$ cat config.mk
export PLATFORM = sky130hd
export DESIGN_NAME = gte_cop2_bridge_flat
export DESIGN_NICKNAME = d
export VERILOG_FILES = /design/src/rtl/gte_cop2_bridge_pkg.sv /design/src/rtl/gte_cop2_bridge_if.sv /design/src/rtl/gte_cop2_bridge_cmd_slot.sv /design/src/rtl/gte_cop2_bridge.sv /design/src/flat_wrapper.sv
export SDC_FILE = /design/constraint.sdc
export NUM_CORES = 1
export LEC_CHECK = 0
export CAP_MARGIN = 20
export CORE_MARGIN = 4
export CORE_UTILIZATION = 46
export CTS_BUF_LIST = sky130_fd_sc_hd__clkbuf_4 sky130_fd_sc_hd__clkbuf_8 sky130_fd_sc_hd__clkbuf_16
export CTS_CLUSTER_SIZE = 24
export DETAILED_ROUTE_END_ITERATION = 12
export PLACE_DENSITY = 0.84
export SLEW_MARGIN = 10
export SYNTH_ARGS = -nofsm -noshare
export SYNTH_HDL_FRONTEND = slang
export SYNTH_SLANG_ARGS = --single-unit
export TNS_END_PERCENT = 10
$ cat constraint.sdc
create_clock -name i_clk -period 7 [get_ports i_clk]
set_clock_uncertainty 0.2 [all_clocks]
set_input_delay 1.05 -clock i_clk [delete_from_list [all_inputs] [get_ports i_clk]]
set_output_delay 1.05 -clock i_clk [all_outputs]
set_load 0.05 [all_outputs]
$ cat src/rtl/gte_cop2_bridge_pkg.sv
// Shared GTE definitions: register-select encoding, COP2 op codes and bridge FSM states.
package gte_cop2_bridge_pkg;

    localparam int GTE_DATA_W = 32;
    localparam int CMD_W      = 25;
    localparam int STALL_W    = 16;

    // E_REG: bit 5 selects the control bank, bits 4:0 are the register index.
    typedef logic [5:0] E_REG;

    typedef enum logic [2:0] {
        OP_MTC2 = 3'd0,
        OP_CTC2 = 3'd1,
        OP_MFC2 = 3'd2,
        OP_CFC2 = 3'd3,
        OP_CMD  = 3'd4
    } cop2_op_e;

    typedef enum logic [1:0] {
        ST_IDLE = 2'd0,
        ST_READ = 2'd1,
        ST_ACK  = 2'd2
    } bridge_state_e;

    function automatic E_REG make_ereg(input logic [2:0] op, input logic [4:0] idx);
        logic ctrl;
        ctrl = (op == OP_CTC2) || (op == OP_CFC2);
        return {ctrl, idx};
    endfunction

endpackage

$ cat src/rtl/gte_cop2_bridge_if.sv
// CPU-side COP2 request/acknowledge bundle between the execute stage and the bridge.
interface gte_cop2_bridge_if;
    import gte_cop2_bridge_pkg::*;

    logic                  i_cpuReq;
    logic [2:0]            i_cpuOp;
    logic [4:0]            i_cpuRegIdx;
    logic [GTE_DATA_W-1:0] i_cpuData;
    logic [CMD_W-1:0]      i_cpuCmd;
    logic                  o_cpuAck;
    logic [GTE_DATA_W-1:0] o_cpuData;

    modport master (
        output i_cpuReq, i_cpuOp, i_cpuRegIdx, i_cpuData, i_cpuCmd,
        input  o_cpuAck, o_cpuData
    );

    modport slave (
        input  i_cpuReq, i_cpuOp, i_cpuRegIdx, i_cpuData, i_cpuCmd,
        output o_cpuAck, o_cpuData
    );

endinterface

$ cat src/rtl/gte_cop2_bridge_cmd_slot.sv
// One-entry posted command buffer: load when empty, clear on issue.
module gte_cmd_slot
    import gte_cop2_bridge_pkg::*;
(
    input  logic             i_clk,
    input  logic             i_rst,
    input  logic             i_load,
    input  logic [CMD_W-1:0] i_cmd,
    input  logic             i_issue,
    output logic             o_full,
    output logic [CMD_W-1:0] o_cmd
);

    logic             full_q, full_d;
    logic [CMD_W-1:0] cmd_q;

    always_comb begin
        full_d = full_q;
        if (i_load) begin
            full_d = 1'b1;
        end else if (i_issue) begin
            full_d = 1'b0;
        end
    end

    always_ff @(posedge i_clk) begin
        if (i_rst) begin
            full_q <= 1'b0;
        end else begin
            full_q <= full_d;
        end
    end

    // Payload needs no reset; the full flag qualifies it.
    always_ff @(posedge i_clk) begin
        if (i_load) begin
            cmd_q <= i_cmd;
        end
    end

    assign o_full = full_q;
    assign o_cmd  = cmd_q;

endmodule

$ cat src/rtl/gte_cop2_bridge.sv
// COP2 initiator: accepts CPU register/command requests, interlocks against a busy GTE, drives GTE ports.
module gte_cop2_bridge
    import gte_cop2_bridge_pkg::*;
(
    input  logic                  i_clk,
    input  logic                  i_rst,
    gte_cop2_bridge_if.slave      cpu,
    output E_REG                  o_regID,
    output logic                  o_WritReg,
    output logic [GTE_DATA_W-1:0] o_dataOut,
    input  logic [GTE_DATA_W-1:0] i_dataIn,
    output logic [CMD_W-1:0]      o_Instruction,
    output logic                  o_run,
    input  logic                  i_executing,
    output logic [STALL_W-1:0]    o_stallCycles
);

    bridge_state_e         state_q;
    logic                  ack_q;
    logic [GTE_DATA_W-1:0] cpu_data_q;
    E_REG                  reg_id_q;
    logic                  wr_q;
    logic [GTE_DATA_W-1:0] data_out_q;
    logic [CMD_W-1:0]      instr_q;
    logic                  run_q;
    logic [STALL_W-1:0]    stall_q;

    logic             slot_full;
    logic [CMD_W-1:0] slot_cmd;
    logic             gte_busy, is_cmd, can_take, accept, slot_issue, slot_load, stall;

    // The o_run cycle counts as busy: the GTE raises i_executing one cycle later.
    assign gte_busy   = i_executing | run_q;
    assign is_cmd     = (cpu.i_cpuOp == OP_CMD);
    // ack_q keeps a still-held request from being taken twice in its ack cycle.
    assign can_take   = cpu.i_cpuReq && (state_q == ST_IDLE) && !slot_full && !ack_q;
    assign accept     = can_take && (is_cmd || !gte_busy);
    assign slot_issue = slot_full && !gte_busy;
    assign slot_load  = accept && is_cmd;
    assign stall      = cpu.i_cpuReq && !accept && (state_q == ST_IDLE) && !ack_q;

    gte_cmd_slot u_slot (
        .i_clk   (i_clk),
        .i_rst   (i_rst),
        .i_load  (slot_load),
        .i_cmd   (cpu.i_cpuCmd),
        .i_issue (slot_issue),
        .o_full  (slot_full),
        .o_cmd   (slot_cmd)
    );

    always_ff @(posedge i_clk) begin
        if (i_rst) begin
            state_q    <= ST_IDLE;
            ack_q      <= 1'b0;
            cpu_data_q <= '0;
            reg_id_q   <= '0;
            wr_q       <= 1'b0;
            data_out_q <= '0;
            instr_q    <= '0;
            run_q      <= 1'b0;
            stall_q    <= '0;
        end else begin
            ack_q   <= 1'b0;
            wr_q    <= 1'b0;
            run_q   <= slot_issue;
            instr_q <= slot_issue ? slot_cmd : '0;
            if (stall && (stall_q != '1)) begin
                stall_q <= stall_q + 16'd1;
            end
            case (state_q)
                ST_IDLE: begin
                    if (accept) begin
                        case (cpu.i_cpuOp)
                            OP_MTC2, OP_CTC2: begin
                                reg_id_q   <= make_ereg(cpu.i_cpuOp, cpu.i_cpuRegIdx);
                                data_out_q <= cpu.i_cpuData;
                                wr_q       <= 1'b1;
                                ack_q      <= 1'b1;
                                cpu_data_q <= '0;
                            end
                            OP_MFC2, OP_CFC2: begin
                                reg_id_q <= make_ereg(cpu.i_cpuOp, cpu.i_cpuRegIdx);
                                state_q  <= ST_READ;
                            end
                            default: begin
                                ack_q      <= 1'b1;
                                cpu_data_q <= '0;
                            end
                        endcase
                    end
                end
                ST_READ: begin
                    cpu_data_q <= i_dataIn;
                    ack_q      <= 1'b1;
                    state_q    <= ST_ACK;
                end
                ST_ACK: begin
                    state_q <= ST_IDLE;
                end
                default: begin
                    state_q <= ST_IDLE;
                end
            endcase
        end
    end

    assign cpu.o_cpuAck  = ack_q;
    assign cpu.o_cpuData = cpu_data_q;
    assign o_regID       = reg_id_q;
    assign o_WritReg     = wr_q;
    assign o_dataOut     = data_out_q;
    assign o_Instruction = instr_q;
    assign o_run         = run_q;
    assign o_stallCycles = stall_q;

endmodule

$ cat src/flat_wrapper.sv
// flat-port wrapper written by rule: the top's interface ports become plain ports
module gte_cop2_bridge_flat import gte_cop2_bridge_pkg::*;
  (i_clk, i_rst, o_regID, o_WritReg, o_dataOut, i_dataIn, o_Instruction, o_run, i_executing, o_stallCycles, cpu_i_cpuReq, cpu_i_cpuOp, cpu_i_cpuRegIdx, cpu_i_cpuData, cpu_i_cpuCmd, cpu_o_cpuAck, cpu_o_cpuData);
  gte_cop2_bridge_if cpu_i ();
  input  logic i_clk;
  input  logic i_rst;
  output E_REG o_regID;
  output logic o_WritReg;
  output logic [GTE_DATA_W-1:0] o_dataOut;
  input  logic [GTE_DATA_W-1:0] i_dataIn;
  output logic [CMD_W-1:0] o_Instruction;
  output logic o_run;
  input  logic i_executing;
  output logic [STALL_W-1:0] o_stallCycles;
  input wire logic [$bits(cpu_i.i_cpuReq)-1:0] cpu_i_cpuReq;
  input wire logic [$bits(cpu_i.i_cpuOp)-1:0] cpu_i_cpuOp;
  input wire logic [$bits(cpu_i.i_cpuRegIdx)-1:0] cpu_i_cpuRegIdx;
  input wire logic [$bits(cpu_i.i_cpuData)-1:0] cpu_i_cpuData;
  input wire logic [$bits(cpu_i.i_cpuCmd)-1:0] cpu_i_cpuCmd;
  output wire logic [$bits(cpu_i.o_cpuAck)-1:0] cpu_o_cpuAck;
  output wire logic [$bits(cpu_i.o_cpuData)-1:0] cpu_o_cpuData;
  assign cpu_i.i_cpuReq = cpu_i_cpuReq;
  assign cpu_i.i_cpuOp = cpu_i_cpuOp;
  assign cpu_i.i_cpuRegIdx = cpu_i_cpuRegIdx;
  assign cpu_i.i_cpuData = cpu_i_cpuData;
  assign cpu_i.i_cpuCmd = cpu_i_cpuCmd;
  assign cpu_o_cpuAck = cpu_i.o_cpuAck;
  assign cpu_o_cpuData = cpu_i.o_cpuData;
  gte_cop2_bridge u_core (.i_clk(i_clk), .i_rst(i_rst), .cpu(cpu_i), .o_regID(o_regID), .o_WritReg(o_WritReg), .o_dataOut(o_dataOut), .i_dataIn(i_dataIn), .o_Instruction(o_Instruction), .o_run(o_run), .i_executing(i_executing), .o_stallCycles(o_stallCycles));
endmodule
==> results.tsv, run 1 <==
metric	value	unit
number of synthesized flops with an enable pin	25	
core area	11420	sq um
Startpoint Class	input pin	
Final Hold Fails	0	
Multi-input gate area	2155	sq um
hold crit path type	flop to flop	
f_max	320.9	MHz
worst r2r path cells	4	
largest net degree at the start of global routing	79	
measured slew at the worst slew-check pin	749.6	ps
Die Ht	116.2	um
total CTS buffers	17	
detail-routed net length per standard cell	16.07	um
Mapped Cells	537	
Placed Instances	869	
vias per cell	5.183	
commonest non-fill, non-tap cell in the layout	clkdlybuf4s50_1	
CP top delay family	simple AND/OR/NAND/NOR gates	
unrepaired setup endpoints after global routing	no	
Max stage delay on crit path	710	ps
Layout area overhead	52.43	%
Cell Area, Synth	5386	sq um
Root Driver	clkbuf_16	
top-area cell type share of the netlist area	43.48	%
Setup crit end kind	flop	
antenna-violating nets left	0	
crit path DAT	3220	ps
io pins	215	
count of cell types in the netlist	39	
Final Cycle Share	44.52	%
Worst-path clk slew	60	ps
Synth warnings	0	
Post-CTS Resized	0	
clk sink count	142	
leading cell types in the layout, fill and taps excluded	clkdlybuf4s50_1, dfxtp_1, nor2_1, a21oi_1, mux2i_1	
Slowest cell on crit path	or4b_2	
layout cell share with drive strength beyond 1	7.773	%
Placer Congestion	0.8186	
Pwr per Cell Area	222.5	nW/um^2
Reg area	3093	sq um
ys flop type	dfxtp_1	
setup bufs post-CTS	0	
share of synthesized area occupied by flip-flops and latches	57.42	%
Skew-Pair Late Insertion Delay	420	ps
GRT Residual Overflow	0	
final slew viol count	0	
outcome	complete, no violations	
DRT Wirelength	14500	um
CP Launch Point	cpu_i_cpuOp[1]	
global-route usage over all layers	21.17	%
vias in the first global route	4651	
routed via count	4675	
initial antenna violation count	0	
fill count	792	
Max-Cap Viols	0	
# DRC	0	
Final min period	3117	ps
largest cells by area after synthesis	dfxtp_1, edfxtp_1, mux2i_1	
PortBufs	214	
FF-to-FF Start	u_core.state_q[1]$_SDFFE_PP0P_	
setup_tns	0	ps
slew margin rel.	49.76	%
H-tree depth	4	
ant diodes	0	
Data required, critical path	7100	ps
NumNets Final	848	
Synth Net Count	639	
Worst Hold Depth	1	
DIE WIDTH	116.2	um
syn_area_per_cell	10.03	sq um
cell breakdown of the critical path	clkdlybuf4s50_1 -> or4b_2 -> nand3_1 -> nor4_1 -> mux2_2	
area leader, netlist	dfxtp_1	
number of synthesized register bits	142	
CP Buf/Inv Count	1	
Synth async-reset ratio	0	%
first-pass GRT wire length	22610	um
cell depth of the worst setup path	5	
peak supply drop	273.5	uV
drt first-iter violations	326	
Initial Utilization	47.17	%
hold buffers post-CTS	0	
Post-Layout Cell Count	902	
DP HPWL	10080	um
Final Setup Violations	0	
Hold Startpoint	u_core.u_slot.o_cmd[9]$_DFFE_PP_	
first-pass iteration count of the detailed router	5	
CTS tree	done	
Leak	0.002844	uW
Crit Path Category	input pin to flop	
Cell Rows	39	
Max Root-Sink Buffers	2	
Crit Path Max Fanout	20	
total die area	13500	sq um
==> sequential cells by signal (all words and copies together) (netlist names) <==
name	flops
u_core.state_q	2
u_core.o_run	1
u_core.cpu.o_cpuData	32
u_core.o_stallCycles	16
u_core.o_WritReg	1
u_core.o_regID	6
u_core.o_dataOut	32
u_core.u_slot.o_cmd	25
u_core.u_slot.o_full	1
u_core.o_Instruction	25
u_core.cpu.o_cpuAck	1
==> worst paths after layout <==
kind,endpoint,slack [ps]
worst max-delay path,u_core.o_stallCycles[14]$_SDFFE_PP0P_,3880
worst min-delay path,u_core.o_Instruction[9]$_SDFF_PP0_,240
worst max register to register,u_core.o_stallCycles[10]$_SDFFE_PP0P_,4370
worst min register to register,u_core.o_Instruction[9]$_SDFF_PP0_,240
==> power breakdown <==
| group | internal [uW] | switching, uW | leakage (uW) |
|---|---|---|---|
| logic | 80.3 | 75.8 | 0.00142 |
| registers | 843 | 6.88 | 0.00117 |
| clock network | 476 | 345 | 0.000254 |
==> cell families after synthesis <==
family,count (synthesis),synth area share [%]
fa+ha+maj,1,0.2323
buf+inv,34,2.973
simple gates,229,22.25
compound gates,85,8.386
mux,46,8.734
flops,142,57.42
==> cells in the mapped netlist (3+ instances only) <==
cell type and count:
nor4b_1 3, mux2_2 8, dfxtp_1 117, nor2_1 79
buf_6 4, nand2_1 37, edfxtp_1 25, or4_1 6
and2_1 25, o31ai_1 6, or3_1 3, nand4_1 5
o21ai_0 34, nand3_1 6, nor2b_1 9, mux2i_1 38
nand2b_1 33, a21oi_1 41, buf_1 3, nor4_1 8
clkbuf_1 23
==> final cells by class <==
class / count / area share, %
well taps: 143 / 2.179
clock buffers: 19 / 5.578
flip-flops and latches: 142 / 37.67
inverters: 2 / 0.09144
repair buffers: 222 / 27.13
clock inverters: 13 / 1.112
multi-input cells: 361 / 26.24
==> metal layers <==
metal  routed length, um  track usage [%]  up-vias
li1                    -                -     2265
met1                5831            24.49     2189
met2                7118            35.71      197
met3                1263            8.083       24
met4                 281            7.966        0
met5                   0                0        -
==> per-stage QoR <==
step / hold WS [ps] / power [uW] / setup slack, ps / cell area [sq um] / utilization, %
floorplan: 220.3 / 937.5 / 2179 / 5386 / -
global placement: 222.4 / 1018 / 3516 / 7619 / 66.72
detailed placement: 227.4 / 1021 / 3441 / 7646 / 66.96
CTS: 241.5 / 1844 / 3889 / 8195 / 71.77
global route: 259.0 / 1888 / 3681 / 8210 / 71.90
finish: 236.0 / 1827 / 3883 / 8210 / 71.90
No activity file was read; power rests on OpenSTA's default activity.
==> run 2, diff against run 1 <==
--- a/config.mk
+++ b/config.mk
@@ -7,11 +7,11 @@
 export LEC_CHECK = 0
 export CAP_MARGIN = 20
 export CORE_MARGIN = 4
-export CORE_UTILIZATION = 46
+export CORE_UTILIZATION = 39
 export CTS_BUF_LIST = sky130_fd_sc_hd__clkbuf_4 sky130_fd_sc_hd__clkbuf_8 sky130_fd_sc_hd__clkbuf_16
 export CTS_CLUSTER_SIZE = 24
 export DETAILED_ROUTE_END_ITERATION = 12
-export PLACE_DENSITY = 0.84
+export PLACE_DENSITY = 0.76
 export SLEW_MARGIN = 10
 export SYNTH_ARGS = -nofsm -noshare
 export SYNTH_HDL_FRONTEND = slang
==> constraint.sdc (replaced) <==
create_clock -name i_clk -period 2.6 [get_ports i_clk]
set_clock_uncertainty 0.2 [all_clocks]
set_input_delay 0.39 -clock i_clk [delete_from_list [all_inputs] [get_ports i_clk]]
set_output_delay 0.39 -clock i_clk [all_outputs]
set_load 0.05 [all_outputs]
==> results.tsv, run 2 (synthesis results as in run 1) <==
metric	value	unit
commonest non-fill, non-tap cell in the layout	clkdlybuf4s50_1	
hold buffers post-CTS	0	
Layout area overhead	55.03	%
reg2reg setup slack	480	ps
Setup WS pre-CTS	-33.19	ps
crit path DAT	1760	ps
measured slew at the worst slew-check pin	586.6	ps
detail-routed net length per standard cell	15.68	um
total power	5032	uW
Root Driver	clkbuf_16	
core area	13400	sq um
antenna-violating nets left	0	
drt first-iter violations	221	
CTS tree	done	
total CTS buffers	17	
end-of-flow core utilization	62.32	%
Setup crit end kind	output port	
DIE WIDTH	125.5	um
io pins	215	
global-route usage over all layers	18.86	%
Leak	0.002920	uW
FF-to-FF Start	u_core.state_q[1]$_SDFFE_PP0P_	
DP HPWL	10690	um
Cell Rows	42	
outcome	complete, no violations	
Crit Path Max Fanout	7	
setup bufs post-CTS	0	
vias in the first global route	4578	
CP Buf/Inv Count	1	
first-pass GRT wire length	23870	um
Post-CTS Resized	0	
hold path endpoint	u_core.o_dataOut[10]$_SDFFE_PP0P_	
total die area	15760	sq um
clk sink count	142	
first-pass iteration count of the detailed router	6	
Initial Utilization	40.20	%
ant diodes	0	
DRT Wirelength	14790	um
Crit Path Category	flop to output port	
peak supply drop	339.3	uV
Placer Congestion	0.8198	
cell breakdown of the critical path	clkdlybuf4s50_1	
Final Hold Fails	0	
GRT Residual Overflow	0	
Skew-Pair Late Insertion Delay	420	ps
Final Cycle Share	90.43	%
Startpoint Class	flop	
slew margin rel.	60.77	%
Max-Cap Viols	0	
final hold slack	238.0	ps
PortBufs	214	
Worst Hold Depth	2	
CP top delay family	buffers and inverters	
Worst-path clk slew	60	ps
hold crit path type	input pin to flop	
Max Root-Sink Buffers	2	
initial antenna violation count	0	
# DRC	0	
largest net degree at the start of global routing	48	
vias per cell	4.901	
Max stage delay on crit path	910	ps
layout cell share with drive strength beyond 1	8.866	%
worst r2r path cells	5	
f_max	425.3	MHz
leading cell types in the layout, fill and taps excluded	clkdlybuf4s50_1, dfxtp_1, nor2_1, a21oi_1, mux2i_1	
Die Ht	125.5	um
Hold Startpoint	i_rst	
Final min period	2351	ps
NumNets Final	856	
r2r endpoint	u_core.o_dataOut[28]$_SDFFE_PP0P_	
Data required, critical path	2010	ps
Slowest cell on crit path	clkdlybuf4s50_1	
unrepaired setup endpoints after global routing	no	
final slew viol count	0	
final worst slack	248.8	ps
Pwr per Cell Area	602.6	nW/um^2
H-tree depth	4	
routed via count	4622	
Final Setup Violations	0	
[run 2: report_power, final]
group / leakage (uW) / internal (uW) / total [uW] / switching (uW)
clock: 0.000282 / 1270 / 2300 / 1030
combinational: 0.00147 / 230 / 442 / 212
sequential: 0.00117 / 2270 / 2290 / 18.0
total: 0.00292 / 3770 / 5030 / 1260
[run 2: area by class of cell]
| class | count | area, sq um |
|---|---|---|
| inverters | 2 | 7.507 |
| clock inverters | 15 | 143.9 |
| repair buffers | 230 | 2297 |
| well taps | 176 | 220.2 |
| clock buffers | 17 | 425.4 |
| flip-flops and latches | 142 | 3093 |
| fillers | 1097 | 5050 |
| multi-input cells | 361 | 2163 |
[run 2: worst register-to-register path, stage by stage, from the launching register on]
cell and delay [ps]:
dfxtp_1 330, or4b_4 570, nor4_4 270, buf_12 280, mux2i_1 280, nor2_1 60
[run 2: layer usage]
metal	part of all wire, %	vias up	GRT usage [%]
met5	0	-	0
met2	49	205	31.25
li1	-	2282	-
met4	1.3	0	6.569
met1	41	2122	22.01
met3	8.7	13	7.889
[run 2: stage by stage]
step	setup TNS [ps]	cell area (sq um)	cells
detailed placement	-36.48	7781	911
global placement	0	7781	911
CTS	0	8351	943
global route	0	8351	943
finish	0	8351	943
floorplan	0	5401	537
[run 2: worst max-delay path by stage]
stage | from | endpoint | slack [ps] | cells past startpoint
floorplan | u_core.cpu.o_cpuAck$_SDFF_PP0_ | u_core.u_slot.o_cmd[0]$_DFFE_PP_ | 90 | 3
global placement | cpu_i_cpuReq | u_core.o_stallCycles[15]$_SDFFE_PP0P_ | 40 | 6
detailed placement | cpu_i_cpuReq | u_core.o_stallCycles[9]$_SDFFE_PP0P_ | -30 | 6
CTS | u_core.o_stallCycles[2]$_SDFFE_PP0P_ | o_stallCycles[2] | 240 | 1
global route | u_core.o_run$_SDFF_PP0_ | o_run | 160 | 1
finish | u_core.o_run$_SDFF_PP0_ | o_run | 250 | 1
